## src/rtl/mem_pkg.sv

```systemverilog
// Shared encodings for the MEM-stage load/store unit: access sizes and FSM states.
package mem_pkg;

  localparam logic [1:0] MEM_BYTE = 2'd0;
  localparam logic [1:0] MEM_HALF = 2'd1;
  localparam logic [1:0] MEM_WORD = 2'd2;

  typedef enum logic [1:0] {
    IDLE      = 2'd0,
    REQ       = 2'd1,
    WAIT_DATA = 2'd2,
    DONE      = 2'd3
  } mem_state_e;

  // Reserved size code 3 behaves as a word access.
  function automatic logic [1:0] norm_size(input logic [1:0] s);
    return (s == 2'd3) ? MEM_WORD : s;
  endfunction

endpackage

```

## src/rtl/mem_lane_fmt.sv

```systemverilog
// Byte-lane formatting: store replication/byte enables and load lane extract/extend.
module mem_lane_fmt
  import mem_pkg::*;
(
  input  logic [1:0]  i_st_size,
  input  logic [1:0]  i_st_a,
  input  logic [31:0] i_wd,
  input  logic [1:0]  i_ld_size,
  input  logic        i_ld_signed,
  input  logic [1:0]  i_ld_a,
  input  logic [31:0] i_rword,
  output logic [31:0] o_wdata,
  output logic [3:0]  o_wstrb,
  output logic [31:0] o_rdata
);

  logic [31:0] w_byte_sh;
  logic [31:0] w_half_sh;

  assign w_byte_sh = i_rword >> {i_ld_a, 3'b000};
  assign w_half_sh = i_rword >> {i_ld_a[1], 4'b0000};

  always_comb begin
    o_wdata = i_wd;
    o_wstrb = 4'b1111;
    case (norm_size(i_st_size))
      MEM_BYTE: begin
        o_wdata = {4{i_wd[7:0]}};
        o_wstrb = 4'b0001 << i_st_a;
      end
      MEM_HALF: begin
        o_wdata = {2{i_wd[15:0]}};
        o_wstrb = 4'b0011 << {i_st_a[1], 1'b0};
      end
      default: ;
    endcase
  end

  always_comb begin
    o_rdata = i_rword;
    case (norm_size(i_ld_size))
      MEM_BYTE: o_rdata = {{24{i_ld_signed & w_byte_sh[7]}}, w_byte_sh[7:0]};
      MEM_HALF: o_rdata = {{16{i_ld_signed & w_half_sh[15]}}, w_half_sh[15:0]};
      default: ;
    endcase
  end

endmodule

```

## src/rtl/mem_access_unit.sv

```systemverilog
// MEM-stage load/store unit driving a handshaked data bus.
// MEM_ALIGN_CHECK_EN: flag misaligned accesses instead of force-aligning them.
module mem_access_unit
  import mem_pkg::*;
#(
  parameter int ADDR_W = 32,
  parameter int DATA_W = 32
) (
  input  logic              clk,
  input  logic              rst,
  input  logic              MemReqM,
  input  logic              MemWriteM,
  input  logic [1:0]        MemSizeM,
  input  logic              MemSignedM,
  input  logic [ADDR_W-1:0] EXResultM,
  input  logic [DATA_W-1:0] WriteDataM,
  input  logic              MemAdvanceM,
  output logic [DATA_W-1:0] ReadDataM,
  output logic              MemStallM,
  output logic              AddrErrM,
  output logic              data_req,
  output logic              data_wr,
  output logic [1:0]        data_size,
  output logic [ADDR_W-1:0] data_addr,
  output logic [DATA_W-1:0] data_wdata,
  output logic [3:0]        data_wstrb,
  input  logic              data_addr_ok,
  input  logic              data_data_ok,
  input  logic [DATA_W-1:0] data_rdata
);

  mem_state_e        r_state, w_next;
  logic              w_err, w_req, w_stall, w_done, w_accept;
  logic [1:0]        w_size_n, w_a_lo;
  logic [ADDR_W-1:0] w_addr;
  logic [DATA_W-1:0] w_wdata, w_rdata;
  logic [3:0]        w_wstrb;
  logic [DATA_W-1:0] r_rword;
  logic [1:0]        r_a, r_size;
  logic              r_signed, r_wr;

  assign w_size_n = norm_size(MemSizeM);

`ifdef MEM_ALIGN_CHECK_EN
  logic w_misal;
  assign w_misal = ((w_size_n == MEM_HALF) & EXResultM[0]) |
                   ((w_size_n == MEM_WORD) & (|EXResultM[1:0]));
  assign w_err   = MemReqM & w_misal;
  assign w_a_lo  = EXResultM[1:0];
`else
  assign w_err   = 1'b0;
  assign w_a_lo  = (w_size_n == MEM_WORD) ? 2'b00 :
                   (w_size_n == MEM_HALF) ? {EXResultM[1], 1'b0} : EXResultM[1:0];
`endif

  assign w_addr = {EXResultM[ADDR_W-1:2], w_a_lo};

  always_ff @(posedge clk) begin
    if (rst) r_state <= IDLE;
    else     r_state <= w_next;
  end

  always_comb begin
    w_next = r_state;
    case (r_state)
      IDLE:      if (MemReqM & ~w_err) w_next = data_addr_ok ? WAIT_DATA : REQ;
      REQ:       if (data_addr_ok) w_next = WAIT_DATA;
      WAIT_DATA: if (data_data_ok) w_next = DONE;
      DONE:      if (MemAdvanceM) w_next = IDLE;
      default:   w_next = IDLE;
    endcase
  end

  always_comb begin
    w_req   = 1'b0;
    w_stall = 1'b0;
    w_done  = 1'b0;
    case (r_state)
      IDLE: begin
        w_req   = MemReqM & ~w_err;
        w_stall = MemReqM & ~w_err;
      end
      REQ: begin
        w_req   = 1'b1;
        w_stall = 1'b1;
      end
      WAIT_DATA: w_stall = 1'b1;
      DONE:      w_done  = 1'b1;
      default: ;
    endcase
  end

  // Request fields come straight from the stalled EX/MEM inputs; only the
  // lane-select context is captured so the load can be formatted later.
  assign w_accept = data_req & data_addr_ok;

  always_ff @(posedge clk) begin
    if (rst) begin
      r_rword  <= '0;
      r_a      <= 2'b00;
      r_size   <= MEM_BYTE;
      r_signed <= 1'b0;
      r_wr     <= 1'b0;
    end else begin
      if (w_accept) begin
        r_a      <= w_a_lo;
        r_size   <= w_size_n;
        r_signed <= MemSignedM;
        r_wr     <= MemWriteM;
      end
      if (r_state == WAIT_DATA && data_data_ok) r_rword <= data_rdata;
    end
  end

  mem_lane_fmt u_fmt (
    .i_st_size   (w_size_n),
    .i_st_a      (w_a_lo),
    .i_wd        (WriteDataM),
    .i_ld_size   (r_size),
    .i_ld_signed (r_signed),
    .i_ld_a      (r_a),
    .i_rword     (r_rword),
    .o_wdata     (w_wdata),
    .o_wstrb     (w_wstrb),
    .o_rdata     (w_rdata)
  );

  assign data_req   = w_req & ~rst;
  assign MemStallM  = w_stall & ~rst;
  assign AddrErrM   = w_err & ~rst;
  assign data_wr    = data_req & MemWriteM;
  assign data_size  = data_req ? MemSizeM : 2'b00;
  assign data_addr  = data_req ? w_addr : '0;
  assign data_wdata = data_wr ? w_wdata : '0;
  assign data_wstrb = data_wr ? w_wstrb : 4'b0000;
  assign ReadDataM  = (w_done & ~r_wr & ~rst) ? w_rdata : '0;

endmodule

```

## config.mk

```make
export PLATFORM = sky130hd
export DESIGN_NAME = mem_access_unit
export DESIGN_NICKNAME = d
export VERILOG_FILES = /design/src/rtl/mem_pkg.sv /design/src/rtl/mem_lane_fmt.sv /design/src/rtl/mem_access_unit.sv
export SDC_FILE = /design/constraint.sdc
export NUM_CORES = 1
export LEC_CHECK = 0
export BUFFER_PORTS_ARGS = -buffer_cell sky130_fd_sc_hd__buf_4
export CORE_MARGIN = 2
export CORE_UTILIZATION = 26
export DETAILED_ROUTE_END_ITERATION = 10
export GPL_TIMING_DRIVEN = 0
export SLEW_MARGIN = 20
export SYNTH_ARGS = -nofsm -noshare
export SYNTH_HDL_FRONTEND = slang
export SYNTH_SLANG_ARGS = --single-unit
export TNS_END_PERCENT = 5
```

## constraint.sdc

```tcl
create_clock -name clk -period 3.8 [get_ports clk]
set_input_delay 0.19 -clock clk [delete_from_list [all_inputs] [get_ports clk]]
set_output_delay 0.19 -clock clk [all_outputs]
set_load 0.02 [all_outputs]
```

Yosys cells after proc, flatten, opt, wreduce, memory -nomap -nowiden
Cells that the tools add are included.
{ "totals": {"reg_bits": 40, "output_inout_bits": 106} }
{ "classes": {"shifts": 4, "reduce_logical": 6, "mux": 22, "n_eq_ne": 14, "bitwise": 10} }
{ "ops": {"columns": ["operator", "count"], "rows": [
  ["$pmux W32 S2", 2],
  ["$mux W32", 3],
  ["$shr A32 B5 Y16", 1],
  ["$shr A32 B5 Y8", 1],
  ["$mux W2", 10],
  ["$eq A2 B2 Y1 const B", 6],
  ["$and A1 B1 Y1", 8],
  ["$eq A2 B1 Y1 const B", 4],
  ["$ne A2 B2 Y1 const B", 4],
  ["$pmux W2 S4", 1],
  ["$pmux W4 S2", 1],
  ["$logic_not A2 Y1", 3],
  ["$mux W4", 1],
  ["$pmux W1 S2", 2],
  ["$reduce_and A4 Y1", 1],
  ["$shl A1 B2 Y4 const A", 1],
  ["$shl A2 B2 Y4 const A", 1],
  ["$mux W1", 2],
  ["$not A1 Y1", 2],
  ["$reduce_or A2 Y1", 1],
  ["$logic_and A1 B1 Y1", 1]
]} }

Depth between registers and ports, before layout
Gate-level depths: netlist (run 1).
{ "logic_depth": {"word_depth": 8, "depth_mapped": 8} }

Hierarchy
Synthesis (run 1) repeated with hierarchy kept, for this count alone.
{ "unflattened": {"cells_unflattened": 472, "hier_area_um2": 3530.9} }
{ "modules_own_cells": {"columns": ["module", "cells_each", "area_each_um2", "instances"], "rows": [
  ["mem_access_unit", 319, 2371.0, 1],
  ["mem_lane_fmt", 153, 1159.9, 1]
]} }

Worst setup path before layout (run 1)
Ideal clock, no wire load.
{ "synth_path": {"kind": "register to output", "startpoint": "register r_state[0]", "endpoint": "output ReadDataM[14]", "required_time_ns": 3.610, "path_slack_ns": 1.811, "arrival_time_ns": 1.799, "stages_incl_launch_ff": 6, "cell_sequence": "dfxtp_1 > ha_1 > or3b_1 > buf_6 > clkbuf_1 > a221oi_1"} }
{ "synth_between": {"elab_chain_cells": 5} }
{ "synth_lines": {"columns": ["item", "line", "rtl"], "rows": [
  ["start: declaration", "mem_access_unit.sv:32", "mem_state_e r_state, w_next;"],
  ["start signal: assignment", "mem_access_unit.sv:60", "else r_state <= w_next;"],
  ["$eq A2 B2 Y1", "mem_access_unit.sv:78", "case (r_state)"],
  ["$mux W1", "mem_access_unit.sv:78", null],
  ["$and A1 B1 Y1 (2 in series)", "mem_access_unit.sv:136", "assign ReadDataM = (w_done & ~r_wr & ~rst) ? w_rdata : '0;"],
  ["$mux W32", "mem_access_unit.sv:136", null],
  ["end: declaration", "mem_access_unit.sv:18", "output logic [DATA_W-1:0] ReadDataM,"]
]} }
Every way passes these cells.

Worst setup path in the final report (run 1)
{ "layout_path": {"startpoint": "register r_state[0]", "endpoint": "output data_wstrb[0]"} }
{ "layout_between": {"elab_chain_cells": 5, "word_cells_on_any_way": 6, "classes_between": "eq/ne: 1; mux: 2; bitwise: 2; reduce/logical: 1"} }
{ "layout_lines": {"columns": ["item", "line", "rtl"], "rows": [
  ["$eq A2 B1 Y1 / $logic_not A2 Y1 (equally long branches)", "mem_access_unit.sv:78", null],
  ["$pmux W1 S2 (*)", "mem_access_unit.sv:78", null],
  ["$and A1 B1 Y1 (*)", "mem_access_unit.sv:128", "assign data_req = w_req & ~rst;"],
  ["$and A1 B1 Y1 (*)", "mem_access_unit.sv:131", "assign data_wr = data_req & MemWriteM;"],
  ["$mux W4 (*)", "mem_access_unit.sv:135", "assign data_wstrb = data_wr ? w_wstrb : 4'b0000;"],
  ["end: declaration", "mem_access_unit.sv:26", "output logic [3:0] data_wstrb,"]
]} }
Mark *: on every way between the ends. The rest lies on a longest branch, timed or not.

==> metrics.cfg, run 1 <==
[logic_synthesis]
synthDistinctLibCells=37
synth_common_cells=nand2_1 (129), a21oi_1 (58), and3_1 (41)
synthTopCellsByArea=dfxtp_1 (26%), nand2_1 (16%), a21oi_1 (9.4%), and3_1 (8.3%), mux2i_1 (6.2%)
mappedNetlistNets=573
ys_seq_area_share_pct=26.0
yosysMostFrequentCell=nand2_1
synthFlopType=dfxtp_1
syn_area_um2=3080
netlist.area_leader.share_pct=26.0
synth_warnings=0
syn_area_per_cell_um2=6.67
synth_cells=461
synth-edff-count=0
synth_top_cell_by_area=dfxtp_1
synth_seq_cells=40
ys_async_sr_fraction_pct=0

[hold_path]
hold_path_depth=3
hold_end=r_signed$_SDFFE_PP0P_
hp-class=primary input to flop
min_from=MemSignedM

[routing]
wire_per_inst_um=15.9
viasPerCell=4.90
drt_pre_antenna_iters=7
via_count=4021
antenna_left=0
drtIter0Drc=223
wl_um=13000
drc=0

[power_and_ir_drop]
leakage_nw=2.47
power_mw=1.93
cellPowerDensity_nw_per_um2=388
ir_drop_uv=218

[finish]
drive_above_1_share_pct=35.6
fin_util_pct=43.3
fin_nets=788
areaGrowthSynthToFinish_pct=61.3
stdcell_count=820
n_antenna_cell=0

[setup_path]
crit_type=flop to primary output
r2r_slack_ns=1.99
critPathLaunchType=flop
required_ns=3.61
worst_r2r_path_depth=7
r2r_end=r_rword[3]$_SDFFE_PP0P_
reg2reg_from=r_state[0]$_SDFFE_PP0P_
crit_arrival_ns=2.45
crit_fanout=10
endpoint_kind=primary output

[sta]
finalSetupViolCount=0
finalHoldViolations=0
fin_skew_ns=0.00193
rsz0062_at_grt=false
slew_headroom_pct=53.7
clock.fmax_mhz=379
finalHoldWorstSlack_ns=0.122
min_period_ns=2.64
tns_ns=0
post-route-period-util_pct=69.5
drv_slew=0
worst_pin_slew_ns=0.692

[place]
portBuffers=208
routabilityCongestion=0.885
dp_cells=812
hpwl_um=10600

[floorplan]
die_area_um2=12700
die_h_um=113
die_w_um=113
initial_core_util_pct=26.8
ios=212
row_count=39
coreArea_um2=11500

[cts]
cts_max_level=2
cts_hold_buf=0
clock_sinks=40
numCtsBuffers=5
ctsLongestPathBuffers=2
clk_pin_slew_ns=0.05
clock_latency_ns=0.28
ctsResizeCount=0
root_buffer=clkbuf_16
cts_tree=done
cts_setup_buffers=0

[global_route]
grt_max_degree=12
antenna_found_initial=0
grt_pass1_vias=3870
grt_util_all_layers_pct=19.3
grt_pass1_wl_um=20100
overflow=0

[outcome]
status=finished clean

[job]
cap_violations=0

-- final cells by class --
type,instances,area (um^2)
buffer,40,191
clock buffer,8,146
fill,1204,6500
inverter,19,71.3
multi-input combinational,362,2010
sequential,40,801
tap,143,179
timing repair buffer,208,1560
-- worst max-delay path, stage by stage (launching register included) --
cell,delay (ns)
dfxtp_1,0.40
inv_1,0.11
ha_1,0.25
a21oi_1,0.34
nor2_1,0.10
nand2_1,0.09
buf_2,0.23
buf_1,0.35
nor2_1,0.10
buf_4,0.18
-- cell families (layout without fill, tap and decap cells) --
family | count (synthesis) | count (layout) | share of synthesized area, %
simple gates | 226 | 226 | 32.9
other cells | 1 | 1 | 0.122
fa+ha+maj | 6 | 6 | 2.44
buf+inv | 59 | 275 | 8.54
flops | 40 | 40 | 26.0
compound gates | 101 | 101 | 20.4
mux | 28 | 28 | 9.60
-- metal layers --
layer / part of all wire [%] / track usage [%] / vias to the layer above
met1: 43 / 25.5 / 1851
met2: 49 / 33.1 / 149
met3: 7.0 / 3.86 / 17
met5: 0 / 0 / -
li1: - / - / 2004
met4: 1.4 / 3.58 / 0
-- layout by cell type, fill, tap and decap left out, drive strengths merged, types with 2 or more instances in the layout --
master    n
buf     220
nand2   129
a21oi    59
and3     41
dfxtp    40
nor2     39
clkbuf   36
inv      19
mux2i    19
o21ai    19
a221oi    9
mux2      9
a222oi    7
ha        6
nor3      5
nand3     4
nand2b    3
nor3b     2
-- registers in the layout, summed over array words and instances (netlist names) --
| name | flops |
|---|---|
| r_a | 2 |
| r_size | 2 |
| r_wr | 1 |
| r_state | 2 |
| r_rword | 32 |
| r_signed | 1 |
-- metrics by stage --
stage / worst slack (ns) / cell area (um^2)
5_1_grt: 0.926 / 4960
6_report: 1.16 / 4960
3_5_place_dp: 1.48 / 4820
3_3_place_gp: 1.53 / 4820
4_1_cts: 1.17 / 4960
2_1_floorplan: 1.81 / 3080
-- how the worst max path moves through the flow --
stage | slack [ns] | to | cells past startpoint | from
global route | 0.93 | data_wstrb[0] | 9 | r_state[0]$_SDFFE_PP0P_
finish | 1.16 | data_wstrb[0] | 9 | r_state[0]$_SDFFE_PP0P_
global placement | 1.53 | data_wstrb[0] | 9 | r_state[0]$_SDFFE_PP0P_
CTS | 1.17 | data_wstrb[0] | 9 | r_state[0]$_SDFFE_PP0P_
detailed placement | 1.48 | data_wstrb[0] | 9 | r_state[0]$_SDFFE_PP0P_
floorplan | 1.81 | ReadDataM[14] | 5 | r_state[0]$_SDFFE_PP0P_
-- power by group --
part | switching, mW | internal, mW | leakage [nW]
sequential | 0.0552 | 0.479 | 0.325
clock | 0.160 | 0.262 | 0.0712
combinational | 0.570 | 0.400 | 2.07
Power figures use the tool's default switching activity.
==> inputs of run 2 (changes only) <==
--- a/config.mk
+++ b/config.mk
@@ -5,6 +5,7 @@
 export SDC_FILE = /design/constraint.sdc
 export NUM_CORES = 1
 export LEC_CHECK = 0
+export ABC_AREA = 1
 export BUFFER_PORTS_ARGS = -buffer_cell sky130_fd_sc_hd__buf_4
 export CORE_MARGIN = 2
 export CORE_UTILIZATION = 26
==> constraint.sdc (replaced) <==
create_clock -name clk -period 2.17 [get_ports clk]
set_input_delay 0.1085 -clock clk [delete_from_list [all_inputs] [get_ports clk]]
set_output_delay 0.1085 -clock clk [all_outputs]
set_load 0.02 [all_outputs]
==> metrics.cfg, run 2 <==
[finish]
largest-register=r_rword  ; unchanged
final_common_cell=buf_4  ; unchanged
drive_above_1_share_pct=34.8  ; was 35.6%
areaGrowthSynthToFinish_pct=63.8  ; was 61.3%
layout_common_cells=buf_4 (214), nor2_1 (170), nand2_1 (115), inv_1 (71), o21ai_0 (41)  ; was buf_4 (209), nand2_1 (129), a21oi_1 (58), and3_1 (41), dfxtp_1 (40)
fin_nets=893  ; was 788
largest_register_ffs=32  ; unchanged

[logic_synthesis]
synth_cells=561  ; was 461
synth-edff-count=0  ; unchanged
synth_common_cells=nor2_1 (179), nand2_1 (116), inv_1 (73)  ; was nand2_1 (129), a21oi_1 (58), and3_1 (41)
synth_top_cell_by_area=dfxtp_1  ; unchanged
synthTopCellsByArea=dfxtp_1 (25%), nor2_1 (21%), nand2_1 (14%), inv_1 (8.7%), o21ai_0 (7.3%)  ; was dfxtp_1 (26%), nand2_1 (16%), a21oi_1 (9.4%), and3_1 (8.3%), mux2i_1 (6.2%)
ys_async_sr_fraction_pct=0  ; unchanged
yosysMostFrequentCell=nor2_1  ; was nand2_1
syn_area_um2=3160  ; was 3080 um^2
synthDistinctLibCells=29  ; was 37
synth_warnings=0  ; unchanged
synthFlopType=dfxtp_1  ; unchanged
synth_seq_cells=40  ; unchanged
mappedNetlistNets=673  ; was 573
netlist.area_leader.share_pct=25.4  ; was 26.0%
ys_seq_area_share_pct=25.4  ; was 26.0%
syn_area_per_cell_um2=5.62  ; was 6.67 um^2

[sta]
tns_ns=0  ; unchanged
drv_slew=0  ; unchanged
clock.fmax_mhz=489
setup_ws_ns=0.125  ; was 1.16 ns
worst_pin_slew_ns=0.560  ; was 0.692 ns
finalHoldViolations=0  ; unchanged
post-route-period-util_pct=94.2
slew_headroom_pct=62.7  ; was 53.7%
min_period_ns=2.04
fin_skew_ns=0.00478  ; was 0.00193 ns
finalSetupViolCount=0  ; unchanged

[hold_path]
hp-class=primary input to flop  ; unchanged
hold_end=r_signed$_SDFFE_PP0P_  ; unchanged
min_from=MemSignedM  ; unchanged
hold_path_depth=3  ; unchanged

[place]
portBuffers=209  ; was 208
place_ws_ns=0.103  ; was 1.48 ns
hpwl_um=10500  ; was 10,600 um
routabilityCongestion=0.873  ; was 0.885

[cts]
clock_latency_ns=0.28  ; about the same
clock_sinks=40  ; unchanged
root_buffer=clkbuf_16  ; unchanged
numCtsBuffers=5  ; unchanged
cts_hold_buf=0  ; unchanged
cts_tree=done  ; unchanged
cts_max_level=2  ; unchanged
clk_pin_slew_ns=0.06  ; was 0.05 ns
ctsLongestPathBuffers=2  ; unchanged

[setup_path]
crit_arrival_ns=1.94  ; was 2.45 ns
r2r_end=r_rword[4]$_SDFFE_PP0P_  ; was r_rword[3]$_SDFFE_PP0P_
crit_chain=inv_4 -> ha_1 -> inv_1 -> a21oi_4 -> inv_4 -> nor2_4 -> buf_6 -> o21ai_1 -> nor2_1 -> buf_4  ; was inv_1 -> ha_1 -> a21oi_1 -> nor2_1 -> nand2_1 -> buf_2 -> buf_1 -> nor2_1 -> buf_4
crit_type=flop to primary output  ; unchanged
cpPeakStageDelay_ns=0.37  ; was 0.40 ns
reg2reg_from=r_state[0]$_SDFFE_PP0P_  ; unchanged
r2r_slack_ns=0.46  ; was 1.99 ns
required_ns=2.06  ; was 3.61 ns
crit_fanout=6  ; was 10
crit_top_cell=inv_4  ; was nor2_1
worst_r2r_path_depth=7  ; unchanged
slowest_stage=dfxtp_4  ; was dfxtp_1
critPathLaunchType=flop  ; unchanged
endpoint_kind=primary output  ; unchanged

[job]
cap_violations=0  ; unchanged

[global_route]
grt_util_all_layers_pct=19.1  ; was 19.3%
grt_pass1_vias=3846  ; was 3,870
grt_max_degree=14  ; was 12
overflow=0  ; unchanged
grt_pass1_wl_um=19400  ; was 20,100 um
antenna_found_initial=1  ; was 0

[routing]
wire_per_inst_um=13.8  ; was 15.9 um
drt_pre_antenna_iters=5  ; was 7
via_count=4133  ; was 4,021
drc=0  ; unchanged
antenna_left=0  ; unchanged
wl_met1_um=4750  ; was 5590 um
dr_wl_met3_um=974  ; was 917 um
wl_um=12800  ; was 13,000 um
wl_met2_um=6850  ; was 6350 um
drtIter0Drc=172  ; was 223
top_layer_used=met4  ; unchanged
viasPerCell=4.44  ; was 4.90

[floorplan]
die_area_um2=13000  ; was 12,700 um^2
initial_core_util_pct=26.5  ; was 26.8%
coreArea_um2=11900  ; was 11,500 um^2
row_count=40  ; was 39
ios=212  ; unchanged
die_h_um=114  ; was 113 um
die_w_um=114  ; was 113 um

[power_and_ir_drop]
ir_drop_uv=305  ; was 218 uV
leakage_nw=2.94  ; was 2.47 nW
cellPowerDensity_nw_per_um2=733  ; was 388 nW/um^2

[outcome]
status=finished clean  ; unchanged

==> run 2: cell count changes after synthesis, sizes merged, moves of 15 or more <==
cell	change
nand3	+15
a21oi	-44
nor2	+152
o21ai	+28
and3	-41
mux2i	-19
inv	+58
==> run 2: metal layers <==
metal	up-vias	GRT usage, %
li1	2142	-
met1	1830	20.2
met2	144	36.9
met3	17	4.76
met4	0	5.69
met5	-	0
==> run 2: how the worst max path moves through the flow <==
stage / startpoint / end
after floorplan: r_state[0]$_SDFFE_PP0P_ / data_wstrb[3]
after global placement: r_state[0]$_SDFFE_PP0P_ / data_wdata[21]
after detailed placement: r_state[0]$_SDFFE_PP0P_ / data_wdata[21]
after CTS: r_state[1]$_SDFFE_PP0P_ / data_wdata[7]
after global routing: r_state[1]$_SDFFE_PP0P_ / data_wdata[15]
final: r_state[1]$_SDFFE_PP0P_ / data_wdata[15]
==> run 2: power breakdown <==
group | internal [mW] | total (mW) | leakage, nW | switching, mW
sequential | 0.903 | 1.05 | 0.327 | 0.147
combinational | 0.798 | 2.00 | 2.54 | 1.21
clock | 0.424 | 0.735 | 0.0736 | 0.311
total | 2.13 | 3.79 | 2.94 | 1.66
==> run 2: per-stage QoR <==
step / instances / hold WS (ns) / utilization [%] / total power [mW] / area, um^2
final: 930 / 0.0218 / 43.4 / 3.79 / 5170
after global routing: 930 / 0.0583 / 43.4 / 4.09 / 5170
after floorplan: 561 / 0.219 / - / 2.20 / 3160
after CTS: 926 / 0.0199 / 42.6 / 3.70 / 5080
after detailed placement: 917 / 0.316 / 41.2 / 2.95 / 4910
after global placement: 917 / 0.313 / 41.2 / 2.93 / 4910
==> run 2: cell type report <==
class / count / area [um^2]
Inverter: 77 / 307
Sequential cell: 40 / 806
Clock inverter: 3 / 18.8
Multi-Input combinational cell: 416 / 1960
Buffer: 28 / 159
Clock buffer: 5 / 125
Tap cell: 147 / 184
Fill cell: 1345 / 6740
Timing Repair Buffer: 213 / 1600
Antenna cell: 1 / 2.50
==> run 2: repair_timing <==
action,in CTS,in global routing
pin swaps,1,5
gates cloned,0,1
setup buffers,1,2
endpoints found under the hold margin,0,0
resized for setup,8,32
endpoints found under the setup margin,28,65
==> run 2: logic make-up (layout without fill, tap and decap cells) <==
family,after synthesis,in the layout,synth area share [%]
buffers and inverters,105,326,14.0
adders and majority gates,6,6,2.38
other,1,2,0.119
DFF,40,40,25.4
and+or+nand+nor,334,334,45.5
AOI/OAI and AO/OA,75,75,12.6
==> run 2: worst max-delay path, delay by kind of cell (launching register included) <==
kind            cells  cell delay (ns)
fa+ha+maj           1             0.14
compound gates      2             0.27
simple gates        2             0.33
buf+inv             5             0.53
flops               1             0.37
